[src/rtl/c_ram_responder.sv]
// c_ram_responder: storage end of the C-buffer RAM interface.
// A 16-entry single-port word RAM with a registered read return
// (one-cycle latency), an address echo, and a per-entry "written" bitmap
// that flags reads of entries not written since reset or the last clear.
module c_ram_responder #(
  parameter int WIDTH = 32
) (
  input  logic             clk,
  input  logic             rst,
  input  logic             ram_en,
  input  logic             ram_w_or_r,
  input  logic [3:0]       op_address,
  input  logic [WIDTH-1:0] wr_data,
  input  logic             clear,
  output logic [WIDTH-1:0] rd_data,
  output logic             rd_valid,
  output logic [3:0]       rd_addr,
  output logic             rd_uninit,
  output logic [4:0]       wr_count,
  output logic             full
);

  // Storage array; deliberately not reset, only the bitmap says what is valid.
  logic [WIDTH-1:0] r_mem [16];

  logic [15:0]      r_written;
  logic [4:0]       r_wr_count;
  logic             r_full;

  // Read return stage
  logic [WIDTH-1:0] r_rd_data_p1;
  logic             r_vld_p1;
  logic [3:0]       r_rd_addr_p1;
  logic             r_rd_uninit_p1;

  logic             w_wr;
  logic             w_rd;
  logic             w_hit_written;
  logic [15:0]      w_sel;
  logic [15:0]      w_written_nxt;
  logic [4:0]       w_count_nxt;

  // Decode the command and compute next bitmap / count (clear first, then write).
  always_comb begin
    w_wr          = ram_en & ram_w_or_r;
    w_rd          = ram_en & ~ram_w_or_r;
    w_sel         = 16'h0001 << op_address;
    w_hit_written = r_written[op_address];
    w_written_nxt = clear ? 16'h0000 : r_written;
    if (w_wr) begin
      w_written_nxt = w_written_nxt | w_sel;
    end
    if (clear) begin
      w_count_nxt = {4'd0, w_wr};
    end else if (w_wr && !w_hit_written) begin
      w_count_nxt = r_wr_count + 5'd1;
    end else begin
      w_count_nxt = r_wr_count;
    end
  end

  // Memory write port.
  always_ff @(posedge clk) begin
    if (w_wr) begin
      r_mem[op_address] <= wr_data;
    end
  end

  // Written-entry bookkeeping: bitmap, occupancy count and full flag.
  always_ff @(posedge clk or posedge rst) begin
    if (rst) begin
      r_written  <= 16'h0000;
      r_wr_count <= 5'd0;
      r_full     <= 1'b0;
    end else begin
      r_written  <= w_written_nxt;
      r_wr_count <= w_count_nxt;
      r_full     <= (w_count_nxt == 5'd16);
    end
  end

  // ---- stage p1: registered read return (evaluated against pre-clear bitmap) ----
  always_ff @(posedge clk or posedge rst) begin
    if (rst) begin
      r_vld_p1       <= 1'b0;
      r_rd_data_p1   <= '0;
      r_rd_addr_p1   <= 4'd0;
      r_rd_uninit_p1 <= 1'b0;
    end else begin
      r_vld_p1 <= w_rd;
      if (w_rd) begin
        r_rd_addr_p1   <= op_address;
        r_rd_uninit_p1 <= ~w_hit_written;
        r_rd_data_p1   <= w_hit_written ? r_mem[op_address] : '0;
      end
    end
  end

  assign rd_data   = r_rd_data_p1;
  assign rd_valid  = r_vld_p1;
  assign rd_addr   = r_rd_addr_p1;
  assign rd_uninit = r_rd_uninit_p1;
  assign wr_count  = r_wr_count;
  assign full      = r_full;

endmodule

[config.mk]
export PLATFORM = sky130hd
export DESIGN_NAME = c_ram_responder
export DESIGN_NICKNAME = d
export VERILOG_FILES = /design/src/rtl/c_ram_responder.sv
export SDC_FILE = /design/constraint.sdc
export NUM_CORES = 1
export LEC_CHECK = 0
export ABC_AREA = 1
export BUFFER_PORTS_ARGS = -buffer_cell sky130_fd_sc_hd__buf_2
export CAP_MARGIN = 20
export CORE_ASPECT_RATIO = 0.8
export CORE_MARGIN = 10
export CORE_UTILIZATION = 45
export CTS_CLUSTER_SIZE = 30
export DETAILED_ROUTE_END_ITERATION = 8
export GPL_ROUTABILITY_DRIVEN = 0
export SYNTH_ARGS = -nofsm -noshare
export SYNTH_HDL_FRONTEND = slang
export SYNTH_SLANG_ARGS = --single-unit
[constraint.sdc]
create_clock -name clk -period 3.25 [get_ports clk]
set_input_delay 0 -clock clk [delete_from_list [all_inputs] [get_ports clk]]
set_output_delay 0 -clock clk [all_outputs]
set_load 0.02 [all_outputs]
==> flow_summary.ini, run 1 <==
[global_routing]
grt_pass1_vias = 12526
grt_overflow_total = 0
grt_first_pass_wirelength_um = 79660
track_usage = 0.1826
grt_max_degree = 69
antenna_found_initial = 1

[cts]
cts_htree_levels = 2
root_buffer = clkbuf_16
cts_hold_buf = 42
cts_tree = yes
ctsResizeCount = 0
post_cts_buffers = 0
insertion_delay_ps = 620
clk_path_buf_depth = 3
cts_sinks = 572
cts_made_buffers = 55
clk_pin_slew_ps = 60

[layout]
syn_to_final_growth_pct = 17.37
nNetsFinal = 1518
final_core_util = 0.5323
drive_above_1_share = 0.1602

[sta]
worst_slew_pin_slew_ps = 973.8
period_minus_slack_ps = 2358
hold_viol_final = 0
fin_worst_skew_ps = 26.70
post-route-period-util = 0.7255
whs_ps = 50.36
finalSetupViolCount = 0
fmax_mhz = 424.1
fin_tns_setup_ps = 0
rsz0062_at_grt = no
slew_headroom = 0.3508
worst_slack_ps = 892.1
slew_viol_final = 0

[critical_path]
crit_required_ps = 3480
cp.arrival_ps = 2590
cp_max_fo = 42
cp-end-kind = flip-flop
cp-start-kind = primary input
r2r_setup_slack_ps = 1210
worstSetupPathType = in2reg

[detailed_routing]
drt_drc_violations_left = 0
first_pass_iters = 5
postRouteAntennaNets = 0
wl_met1_um = 23870
first_iter_violations = 1100
vias = 12253
avgViaCountPerCell = 5.715
dr_wl_met3_um = 3321
wl_met2_um = 24470
wirelength_um = 52630
wl_per_cell_um = 24.55
routed.top_layer = met4

[placed_design]
hpwl_um = 29130
portBuffers = 84
dp_slack_ps = 896.2

[logic_synthesis]
synthTopCellsByArea = edfxtp_1 72%, a22oi_1 9.1%, dfrtp_1 7.1%, a21oi_1 3.1%, nand2_1 2.5%
synth.avg_cell_area_um2 = 15.92
synthDistinctLibCells = 25
synth_top_cell_by_area = edfxtp_1
synth_warnings = 0
syn_nets = 1376
synthDominantCellAreaShare = 0.7241
syn_area_um2 = 21230
synth_seq_cells = 572
synth_cells = 1334
seq_area_frac_synth = 0.7948

[job]
max_cap_viol_count = 0

[power_and_ir_drop]
power_leakage_uw = 0.008656
power_frac_seq = 0.530
switching_share = 0.2114
p_clk_frac = 0.424
p_per_area_nw_per_um2 = 616.7
peakVddDrop_mv = 0.4037
switchingPower_uw = 3248
p_int_uw = 12120
pwr-share-comb = 0.046

[die]
start_util = 0.4535
ioPinCount = 85
dieArea_um2 = 56330
die_x_um = 262.9
core_area_um2 = 46820
die_h_um = 214.3
placementRows = 71

[hold_path]
min_path_type = in2async

[run_status]
status = completed
==> sequential cells by signal, summed over array words and instances (netlist names) <==
register   flops
r_mem        512
rd_data       32
rd_addr        4
rd_valid       1
r_written     16
rd_uninit      1
wr_count       5
full           1
==> logic make-up (layout without fill, tap and decap cells) <==
logic type | Yosys count | in the layout | share of synthesized area
flops | 572 | 572 | 0.7948
compound gates | 442 | 442 | 0.1382
simple gates | 213 | 213 | 0.04255
buf+inv | 103 | 292 | 0.02263
xor+xnor | 3 | 3 | 0.001238
fa+ha+maj | 1 | 1 | 0.0005892
other cells | 0 | 1 | 0
==> power groups by stage <==
stage               Combinational [µW]  Clock (µW)  Sequential (µW)
floorplan                          346           0             8320
global placement                   665           0             8300
detailed placement                 677           0             8300
CTS                                721        6620             8140
global route                       782        6920             8150
finish                             713        6510             8140
==> final timing paths <==
| path | from | to | cells past startpoint |
|---|---|---|---|
| worst max-delay path | op_address[0] | r_mem[2][2] | 8 |
| worst min-delay path | rst | full | 3 |
| min in group clk | clear | wr_count[3] | 3 |
| worst max register to register | r_written[2] | rd_data[28] | 11 |
| max in group asynchronous | rst | rd_data[0] | 4 |
| worst min register to register | rd_data[17] | rd_data[17] | 2 |
==> layer usage <==
layer  vias up  track usage
met4         0      0.05108
met5         -            0
met2       408       0.2861
met1      6258       0.2583
met3        67      0.03245
li1       5520            -
==> worst max-delay path, cell delays in order <==
cell           delay [ps]
dlygate4sd3_1         600
buf_2                 230
inv_2                 190
nand2_2                90
inv_4                 400
nand2_1               430
nor2_4                160
buf_4                 480
==> layout make-up <==
class	count	area (µm²)
antenna	1	2.502
clock buffer	80	1592
clock inverter	24	264.0
fill	3759	21900
inverter	19	77.57
multi-input combinational	659	4019
sequential	572	16880
tap	620	775.7
timing repair buffer	169	1314
==> cells in the mapped netlist (all sizes together) <==
cell type and n:
o21ai 22, clkbuf 32, xnor2 2, buf 52, or2 32, xor2 1
a21oi 131, nand2 145, a22oi 256, dfrtp 60, o31ai 32, inv 19
edfxtp 512, ha 1, o22ai 1, nand3 7, nor2 29
==> through the flow <==
stage | std cells | total power [µW] | instance area (µm²)
after floorplan | 1334 | 8664 | 21230
after global placement | 1997 | 8961 | 22640
after detailed placement | 1997 | 8976 | 22640
after CTS | 2143 | 15490 | 24920
after global routing | 2143 | 15850 | 24920
final | 2144 | 15370 | 24920
==> layout by cell type (no fill, tap or decap), types with 2 or more instances in the layout <==
master         netlist  routed
nand3_1              7       7
buf_4                7      31
nor2_4               1      20
dfrtp_1             60      60
nand2_1            143     142
a21oi_1            131     131
nor2_1              27       9
clkbuf_8             0      10
or2_1                3       3
clkbuf_16            0      56
a22oi_1            256     256
xnor2_1              2       2
inv_2                3       5
clkbuf_1            32      14
bufinv_16            0       5
o31ai_1             32      32
inv_4                0       2
buf_12               0      12
inv_1               16      11
clkinv_2             0      12
nand2_2              2       3
edfxtp_1           512     512
dlygate4sd3_1        0      42
clkinv_1             0       4
buf_2               36      84
or2_0               29      29
o21ai_0             22      22
Power figures use the tool's default switching activity.
==> run 2: changes to the inputs <==
==> constraint.sdc (replaced) <==
create_clock -name clk -period 2.34 [get_ports clk]
set_input_delay 0 -clock clk [delete_from_list [all_inputs] [get_ports clk]]
set_output_delay 0 -clock clk [all_outputs]
set_load 0.02 [all_outputs]
==> run 2 against run 1 <==
  * Routed wire length up 1.0%
  * Register-to-register slack got worse by 840 ps
  * Core utilization is 0.47 points higher
  * Critical path type unchanged
  * Critical endpoint is now r_mem[14][14]
  * Largest power group unchanged
==> flow_summary.ini, run 2 (synthesis gave the netlist of run 1 again) <==
[job]
max_cap_viol_count = 0

[sta]
fin_tns_setup_ps = 0
period_minus_slack_ps = 2128
finalSetupViolCount = 0
rsz0062_at_grt = no
post-route-period-util = 0.9095
slew_viol_final = 0
hold_viol_final = 0
fmax_mhz = 469.9
fin_worst_skew_ps = 18.89
slew_headroom = 0.4574
worst_slew_pin_slew_ps = 812.9
whs_ps = 91.03

[die]
start_util = 0.4535
die_x_um = 262.9
dieArea_um2 = 56330
core_area_um2 = 46820
placementRows = 71
ioPinCount = 85
die_h_um = 214.3

[critical_path]
r2r-end = wr_count[2]
worstSetupPathType = in2reg
crit_path_top_delay_cell = dlygate4sd3_1
r2r_setup_slack_ps = 370
worst_r2r_path_depth = 11
cp_max_fo = 25
crit_chain = dlygate4sd3_1 > buf_2 > inv_2 > nand2_2 > inv_4 > nand2_1 > nor2_4 > buf_12
cp-start-kind = primary input
r2r-start = r_written[9]
slowest_delay_ps = 570
crit_buf_inv = 5
cp.arrival_ps = 2410
cp_top_family = buffers and inverters
cp-end-kind = flip-flop
crit_required_ps = 2620

[global_routing]
grt_max_degree = 72
track_usage = 0.1849
grt_first_pass_wirelength_um = 80360
grt_pass1_vias = 12251
grt_overflow_total = 0
antenna_found_initial = 2

[power_and_ir_drop]
peakVddDrop_mv = 0.5823
power_leakage_uw = 0.008749
p_per_area_nw_per_um2 = 833.1

[cts]
root_buffer = clkbuf_16
clk_pin_slew_ps = 60
cts_made_buffers = 53
insertion_delay_ps = 600
post_cts_buffers = 0
cts_htree_levels = 2
cts_sinks = 572
cts_hold_buf = 42
clk_path_buf_depth = 3
ctsResizeCount = 0
cts_tree = yes

[detailed_routing]
postRouteAntennaNets = 0
avgViaCountPerCell = 5.798
first_pass_iters = 5
wl_met1_um = 23540
vias = 12552
drt_drc_violations_left = 0
wirelength_um = 53180
first_iter_violations = 1345
routed.top_layer = met4
dr_wl_met3_um = 3636
wl_met2_um = 24840
wl_per_cell_um = 24.56

[layout]
fin_cells = 2165
drive_above_1_share = 0.1698
regArea_um2 = 16880
final_core_util = 0.5370
largest_reg_flops = 512
nNetsFinal = 1541
syn_to_final_growth_pct = 18.40
mostFrequentLayoutCells = 512 x edfxtp_1, 256 x a22oi_1, 142 x nand2_1, 131 x a21oi_1, 84 x buf_2
mostFrequentLayoutCell = edfxtp_1
multi_input_comb_area_um2 = 4019
num-fill-cells = 3710
regMostFlops = r_mem

[hold_path]
min_path_type = in2async

[placed_design]
portBuffers = 84
dp_cells = 2022
hpwl_um = 29910

[run_status]
status = completed
run 2: changes by cell type in the layout (fill, tap and decap cells not counted), sizes merged:
cell / delta
buf: +25
clkbuf: -6
clkinvlp: +1
diode: +1
run 2: layout make-up:
type,instances,share of cell area
diodes,2,0.0001991
clock buffers,74,0.05788
clock inverters,25,0.01115
inverters,19,0.003086
multi-input cells,659,0.1599
flip-flops and latches,572,0.6713
well taps,620,0.03086
repair buffers,194,0.06569
run 2: worst min-delay path: stages:
cell and delay [ps]:
dlygate4sd3_1 530, buf_2 130, clkinv_2 540
run 2: layer usage:
layer  global-route usage  vias up
li1                     -     5583
met3              0.03211       88
met5                    0        -
met1               0.2649     6374
met2               0.2866      507
met4              0.05146        0
run 2: how the worst max path moves through the flow:
stage | from | cells past startpoint | slack, ps | end
6_report | op_address[0] | 8 | 210 | r_mem[14][14]
5_1_grt | op_address[0] | 8 | 100 | r_mem[14][11]
4_1_cts | op_address[0] | 8 | 240 | r_mem[14][11]
3_5_place_dp | op_address[0] | 7 | 230 | r_mem[14][8]
3_3_place_gp | op_address[0] | 7 | 250 | r_mem[14][16]
2_1_floorplan | op_address[1] | 7 | -420 | r_mem[13][0]
run 2: power by group:
group	leakage (µW)	switching [µW]	internal, µW
logic	0.00247	714	326
clock network	0.000847	3680	4910
registers	0.00543	46.2	11300
total	0.00875	4440	16500
run 2: through the flow:
| stage | instance area (µm²) | total power [µW] | setup WS (ps) |
|---|---|---|---|
| after floorplan | 21250 | 12030 | -424.0 |
| after global placement | 22980 | 12500 | 253.5 |
| after detailed placement | 22980 | 12520 | 232.1 |
| after CTS | 25140 | 21130 | 241.7 |
| after global routing | 25140 | 21650 | 96.95 |
| final | 25140 | 20940 | 211.9 |
